### config.mk
export PLATFORM = sky130hd
export DESIGN_NAME = regfile_mp
export DESIGN_NICKNAME = d
export VERILOG_FILES = /design/src/rtl/regfile_mp.sv
export SDC_FILE = /design/constraint.sdc
export NUM_CORES = 2
export LEC_CHECK = 0
export BUFFER_PORTS_ARGS = -buffer_cell sky130_fd_sc_hd__clkbuf_2
export CAP_MARGIN = 0
export CORE_UTILIZATION = 44
export CTS_CLUSTER_SIZE = 8
export DETAILED_ROUTE_END_ITERATION = 7
export PLACE_DENSITY_LB_ADDON = 0.15
export SYNTH_ARGS = -nofsm -noshare
export SYNTH_HDL_FRONTEND = slang
export SYNTH_SLANG_ARGS = --single-unit
export TNS_END_PERCENT = 100
### constraint.sdc
create_clock -name clk -period 5.2 [get_ports clk]
set_input_delay 1.3 -clock clk [delete_from_list [all_inputs] [get_ports clk]]
set_output_delay 1.3 -clock clk [all_outputs]
set_load 0.1 [all_outputs]
### src/rtl/regfile_mp.sv
// Multi-port register file: NRD combinational read ports, two write ports (B wins on collision),
// and a self-clearing sweep that runs after reset and on clr_req.
module regfile_mp #(
  parameter int unsigned XLEN     = 32,
  parameter int unsigned NREGS    = 32,
  parameter int unsigned NRD      = 2,
  parameter int unsigned ZERO_REG = 1,
  parameter int unsigned BYPASS   = 0,
  localparam int unsigned AW      = $clog2(NREGS)
) (
  input  logic                  clk,
  input  logic                  rst_n,
  input  logic [NRD*AW-1:0]     ra,
  output logic [NRD*XLEN-1:0]   rd,
  input  logic                  we_a,
  input  logic                  we_b,
  input  logic [AW-1:0]         wa_a,
  input  logic [AW-1:0]         wa_b,
  input  logic [XLEN-1:0]       wd_a,
  input  logic [XLEN-1:0]       wd_b,
  input  logic                  clr_req,
  output logic                  busy,
  output logic                  zero_wr_err,
  output logic                  state_dbg
);

  typedef enum logic {CLEAR = 1'b0, READY = 1'b1} state_e;

  state_e            state, state_nxt;
  logic [AW-1:0]     clr_ptr, clr_ptr_nxt;
  logic [XLEN-1:0]   mem [NREGS];
  logic              ready;
  logic              a_zero, b_zero;
  logic              wr_a_ok, wr_b_ok;

  assign ready     = (state == READY);
  assign busy      = ~ready;
  assign state_dbg = state;

  // Writes to register 0 are discarded (and flagged) when it is hardwired to zero.
  assign a_zero  = (ZERO_REG != 0) && (wa_a == '0);
  assign b_zero  = (ZERO_REG != 0) && (wa_b == '0);
  assign wr_a_ok = ready && we_a && !a_zero;
  assign wr_b_ok = ready && we_b && !b_zero;

  always_ff @(posedge clk or negedge rst_n) begin
    if (!rst_n) begin
      state   <= CLEAR;
      clr_ptr <= '0;
    end else begin
      state   <= state_nxt;
      clr_ptr <= clr_ptr_nxt;
    end
  end

  // clr_req is a one-cycle pulse sampled only in READY; pulses during a sweep are ignored.
  always_comb begin
    state_nxt   = state;
    clr_ptr_nxt = clr_ptr;
    case (state)
      CLEAR: begin
        clr_ptr_nxt = clr_ptr + AW'(1);
        if (clr_ptr == AW'(NREGS - 1)) begin
          state_nxt   = READY;
          clr_ptr_nxt = '0;
        end
      end
      READY: begin
        if (clr_req) begin
          state_nxt   = CLEAR;
          clr_ptr_nxt = '0;
        end
      end
      default: begin
        state_nxt   = CLEAR;
        clr_ptr_nxt = '0;
      end
    endcase
  end

  // Storage has no reset; the sweep is what zeroes it. Port B is written last so it wins.
  always_ff @(posedge clk) begin
    if (!ready) begin
      mem[clr_ptr] <= '0;
    end else begin
      if (wr_a_ok) mem[wa_a] <= wd_a;
      if (wr_b_ok) mem[wa_b] <= wd_b;
    end
  end

  always_ff @(posedge clk or negedge rst_n) begin
    if (!rst_n) begin
      zero_wr_err <= 1'b0;
    end else if (ready && ((we_a && a_zero) || (we_b && b_zero))) begin
      zero_wr_err <= 1'b1;
    end
  end

  for (genvar k = 0; k < NRD; k++) begin : g_rd
    logic [AW-1:0]   addr;
    logic [XLEN-1:0] data;

    assign addr = ra[k*AW +: AW];

    always_comb begin
      data = '0;
      if (ready) begin
        if ((ZERO_REG != 0) && (addr == '0)) begin
          data = '0;
        end else if ((BYPASS != 0) && wr_b_ok && (wa_b == addr)) begin
          data = wd_b;
        end else if ((BYPASS != 0) && wr_a_ok && (wa_a == addr)) begin
          data = wd_a;
        end else begin
          data = mem[addr];
        end
      end
    end

    assign rd[k*XLEN +: XLEN] = data;
  end

endmodule

# ---- Word-level counts from Yosys, hierarchy flattened
# Memory sizes are Yosys's and may differ from the RTL's.
# Index checks and enable logic that the tools add are counted.
dict set report totals {
  register_bits 7
  ramBits 1024
  input_bits 89
  out_inout_bits 67
  elab_cells 43
  n_memories 1
}
# name depth width read_ports rd_clocked_by_memory_dff write_ports line_no
set mem_list {}
lappend mem_list {mem 32 32 2 0 2 31} ;# logic [XLEN-1:0] mem [NREGS];
dict set report op_classes {
  n_addsub 1
  eq_ne 2
  muxes 20
  bitwise_logic 1
  reduce_logical 15
}
# operator n
set ops {}
lappend ops {{32-bit 2-to-1 mux} 5}
lappend ops {{32-bit OR reduction} 1}
lappend ops {{5-bit logical NOT} 4}
lappend ops {{5-bit 2-to-1 mux} 3}
lappend ops {{1-bit 2-to-1 mux} 10}
lappend ops {{5-bit one-hot mux with 2 select lines} 1}
lappend ops {{1-bit logical AND} 7}
lappend ops {{5-bit by 1-bit adder with 5-bit output (second input constant)} 1}
lappend ops {{5-bit equality test (second input constant)} 1}
lappend ops {{1-bit logical NOT} 2}
lappend ops {{2-bit != test (second input constant)} 1}
lappend ops {{1-bit one-hot mux with 2 select lines} 1}
lappend ops {{1-bit logical OR} 1}
lappend ops {{1-bit NOT} 1}

# ---- Logic depth before layout (Yosys ltp)
dict set report depth {
  word_depth 8
  depth_mapped 8
  ltp_nobuf 6
}

# ---- Worst setup path after synthesis
# Ideal clock, no wire load.
dict set report synth_timing {
  kind {in2out}
  start {in ra[0]}
  end {out rd[30]}
  t_arrival_ps 4470
  required_time_ps 3900
  path_slack_ps -570
  stages 7
  path_buffers 3
  path_cell_list {buf_2 > buf_6 > buf_6 > nor4_1 > a311oi_1 > nor3b_1 > o311ai_1}
}
dict set report synth_between {
  elab_chain_len 3
  word_cells_on_any_way 4
  cone_classes {mux (2); reduce/logical (1); memory (1)}
}
# item line_no
set synth_lines {}
lappend synth_lines {{start, declared} 13} ;# input logic [NRD*AW-1:0] ra,
lappend synth_lines {{memory read 32 x 32 bit / 5-bit logical NOT (equally long branches)} --}
lappend synth_lines {{32-bit 2-to-1 mux (*)} 108} ;# if ((ZERO_REG != 0) && (addr == '0)) begin
lappend synth_lines {{32-bit 2-to-1 mux (*)} 107} ;# if (ready) begin
lappend synth_lines {{end, declared} 14} ;# output logic [NRD*XLEN-1:0] rd,
# Every way passes the cells marked *; elsewhere a longest branch is shown, timed or not.

# ---- Final worst setup path
dict set report layout_timing {
  start {in ra[7]}
  end {out rd[59]}
}
# Same word-level chain as after synthesis.

==> run_results.csv <==
group,metric,value,unit
layout,multi_input_area,25300,um^2
layout,fin_nets,5269,
critical_path,cp_top_family,"buffers and inverters",
cts,worstSkewPairLatency,0.80,ns
grt,grt_pass1_wl,319000,um
layout,fill_cells,11300,
floorplanning,initial_core_util,44.4,%
place,numPortBuffers,155,
logic_synthesis,synth_compound_area_share,14.8,%
sta,setup_viol,0,
sta,setup_tns,0,ns
critical_path,path_class,"in2out",
critical_path,critPathCapture,"rd[59]",
pwr,ir_drop,0.000379,V
cts,ctsRootBufferMaster,"clkbuf_16",
critical_path,timing.critical_path.fanout_max,16,
sta,tightest_slew,1.22,ns
critical_path,crit_chain,"clkbuf_2, inv_1, nand2_2, buf_4, o22ai_1, a22oi_1, nand4_1, buf_12",
critical_path,reg2reg_depth,5,
critical_path,path_buf_inv,4,
critical_path,crit_path_start_kind,"primary input",
critical_path,r2r_start,"state_dbg",
drt,drtPass1Iterations,6,
grt,grt_pass1_vias,44000,
critical_path,crit_slowest_cell,"nand2_2",
logic_synthesis,synthCells,5241,
drt,dr_total_vias,45800,
sta,fin_crit,4.96,ns
sta,skew,0.0255,ns
logic_synthesis,synthXorXnorAreaFrac,0.0299,%
logic_synthesis,synth_top_family_by_area,"multiplexers",
drt,avgRoutedWirePerCell,32.6,um
logic_synthesis,syn_avg_cell_area,11.2,um^2
place,dp_hpwl,134000,um
layout,layout-drive-gt1-share,18.0,%
layout,syn_to_final_growth,14.5,%
logic_synthesis,netlist_area,58500,um^2
floorplanning,rows,133,
job,drv_cap,0,
drt,drt_iter0_markers,6814,
critical_path,required,3.90,ns
floorplanning,die_y,367,um
cts,postCtsHoldBufs,0,
cts,clockBufferDepth,3,
grt,antenna_found_initial,10,
sta,hold_viol,0,
layout,stdcell_count,6957,
floorplanning,die_x,367,um
pwr,leakage,22.8,nW
drt,drc,0,
hold_path,worst_hold_path_type,"in2async",
logic_synthesis,synth_edf_count,1024,
pwr,p_total,24.1,mW
cts,clkTransAtPathRegs,0.05,ns
grt,grt_overflow,0,
cts,cts_sinks,1031,
logic_synthesis,yosys.area_share.simple,9.28,%
sta,layout_setup_ws,0.244,ns
grt,grt_max_degree,65,
critical_path,regToRegEndpoint,"mem[12][9]",
logic_synthesis,synthArstFlopShare,0.679,%
sta,drv_slew,0,
logic_synthesis,synth_ff_type,"edfxtp_1",
critical_path,crit_cells,8,
grt,grtUsageTotal,33.3,%
cts,h-tree-depth,4,
floorplanning,ioPinCount,156,
status,status,"finished, final reports clean",
critical_path,r2r_setup_slack,1.37,ns
floorplanning,coreArea,132000,um^2
place,finalWeightedCongestion,0.913,
critical_path,startpoint,"ra[7]",
sta,rsz0062_at_grt,"false",
pwr,p_per_area,360,nW/um^2
logic_synthesis,muxShareOfSynthArea,18.1,%
logic_synthesis,synth-adder-area-share,0.0428,%
logic_synthesis,ys_types,72,
critical_path,crit_path_end_kind,"output pin",
cts,cts_buffers,148,
logic_synthesis,synth_seq_cells,1031,
logic_synthesis,yosysSeqAreaShare,52.9,%
layout,seq_area,30900,um^2
logic_synthesis,syn_nets,5332,
place,dp_cells,6783,
cts,cts_tree,"built",
drt,via_per_inst,6.58,
floorplanning,dieArea,134000,um^2
logic_synthesis,synth_warnings,0,
drt,antenna_left,0,
place,dp_slack,0.351,ns
sta,period_share,95.3,%
critical_path,cp.arrival,3.66,ns
layout,final_util,50.9,%
critical_path,max_stage_delay,0.59,ns
sta,fmax,202,MHz
drt,drt_wl_total,227000,um
sta,timing.slew.headroom,18.8,%
-- cell families (layout without fill, tap and decap cells) --
logic type / Yosys count / in the layout
compound gates: 1533 / 1533
xor+xnor: 2 / 2
fa+ha+maj: 2 / 2
buf+inv: 654 / 610
flops: 1031 / 1031
mux: 735 / 735
other cells: 0 / 5
simple gates: 1284 / 1284
-- how the worst min path moves through the flow --
stage                           start           to  cells past startpoint
final                           rst_n  zero_wr_err                      1
after global routing            rst_n  zero_wr_err                      1
after CTS                       rst_n  zero_wr_err                      1
after detailed placement  zero_wr_err  zero_wr_err                      1
after global placement    zero_wr_err  zero_wr_err                      1
after floorplan            clr_ptr[1]   clr_ptr[1]                      2
-- area by class of cell --
type                       count  area share (%)
inverter                      41           0.230
antenna                        5          0.0187
multi-input combinational   3556            37.8
clock buffer                 156            5.70
clock inverter                13           0.261
tap                         1755            3.28
sequential                  1031            46.2
timing repair buffer         400            6.52
-- registers in the layout (all words and copies together), names as in the netlist --
signal       cells
clr_ptr          5
zero_wr_err      1
mem           1024
state_dbg        1
-- metrics by stage --
| step | cell area (um^2) | hold WS (ns) |
|---|---|---|
| final | 67000 | 0.354 |
| after global routing | 67000 | 0.338 |
| after CTS | 67000 | 0.306 |
| after detailed placement | 63000 | 0.481 |
| after global placement | 63000 | 0.480 |
| after floorplan | 58500 | 0.574 |
-- cells in the final DEF, fill, tap and decap left out, types with 36 or more instances in the layout --
| cell type | netlist | layout |
|---|---|---|
| edfxtp_1 | 1024 | 1024 |
| nand4_1 | 63 | 63 |
| o21ai_1 | 36 | 36 |
| inv_1 | 40 | 40 |
| buf_12 | 0 | 124 |
| clkbuf_2 | 1 | 86 |
| nand2_1 | 1106 | 1100 |
| a22oi_1 | 189 | 189 |
| mux2i_1 | 472 | 472 |
| o21ai_0 | 1023 | 1023 |
| buf_4 | 31 | 186 |
| mux4_2 | 257 | 257 |
| o22ai_1 | 209 | 185 |
| clkbuf_16 | 0 | 152 |
-- synthesized netlist by cell type (all sizes together), types with 8 or more instances --
library cell	instances	area share, %
nand2	1107	7.1
o21ai	1059	9.1
edfxtp	1024	53
mux2i	472	8.1
clkbuf	369	2.4
mux4	257	9.9
buf	244	2.3
o22ai	209	2.2
a22oi	189	2.4
nand4	65	0.73
nor2	44	0.50
inv	41	0.26
a221oi	30	0.45
a21oi	16	0.16
nor3	10	0.10
nand3	9	0.15
o32ai	8	0.13
-- metal layers --
| layer | wire, um | GRT usage (%) |
|---|---|---|
| met2 | 102000 | 51.1 |
| met4 | 12500 | 17.3 |
| met3 | 25700 | 7.15 |
| met1 | 86200 | 44.5 |
| met5 | 40 | 0 |
-- report_power, final --
| group | internal [mW] | total (mW) | switching [mW] | leakage (nW) |
|---|---|---|---|---|
| Combinational | 1.52 | 4.77 | 3.25 | 11.2 |
| Sequential | 10.1 | 10.5 | 0.372 | 9.62 |
| Clock | 5.19 | 8.81 | 3.63 | 1.95 |
| Total | 16.9 | 24.1 | 7.25 | 22.8 |
-- what timing repair did --
| action | CTS | global route |
|---|---|---|
| setup endpoints to repair | 1 | 0 |
| buffers inserted | 0 | 0 |
| resized for setup | 1 | 0 |
| endpoints found under the hold margin | 0 | 0 |
Note: power is estimated with default switching activity, not from simulation.
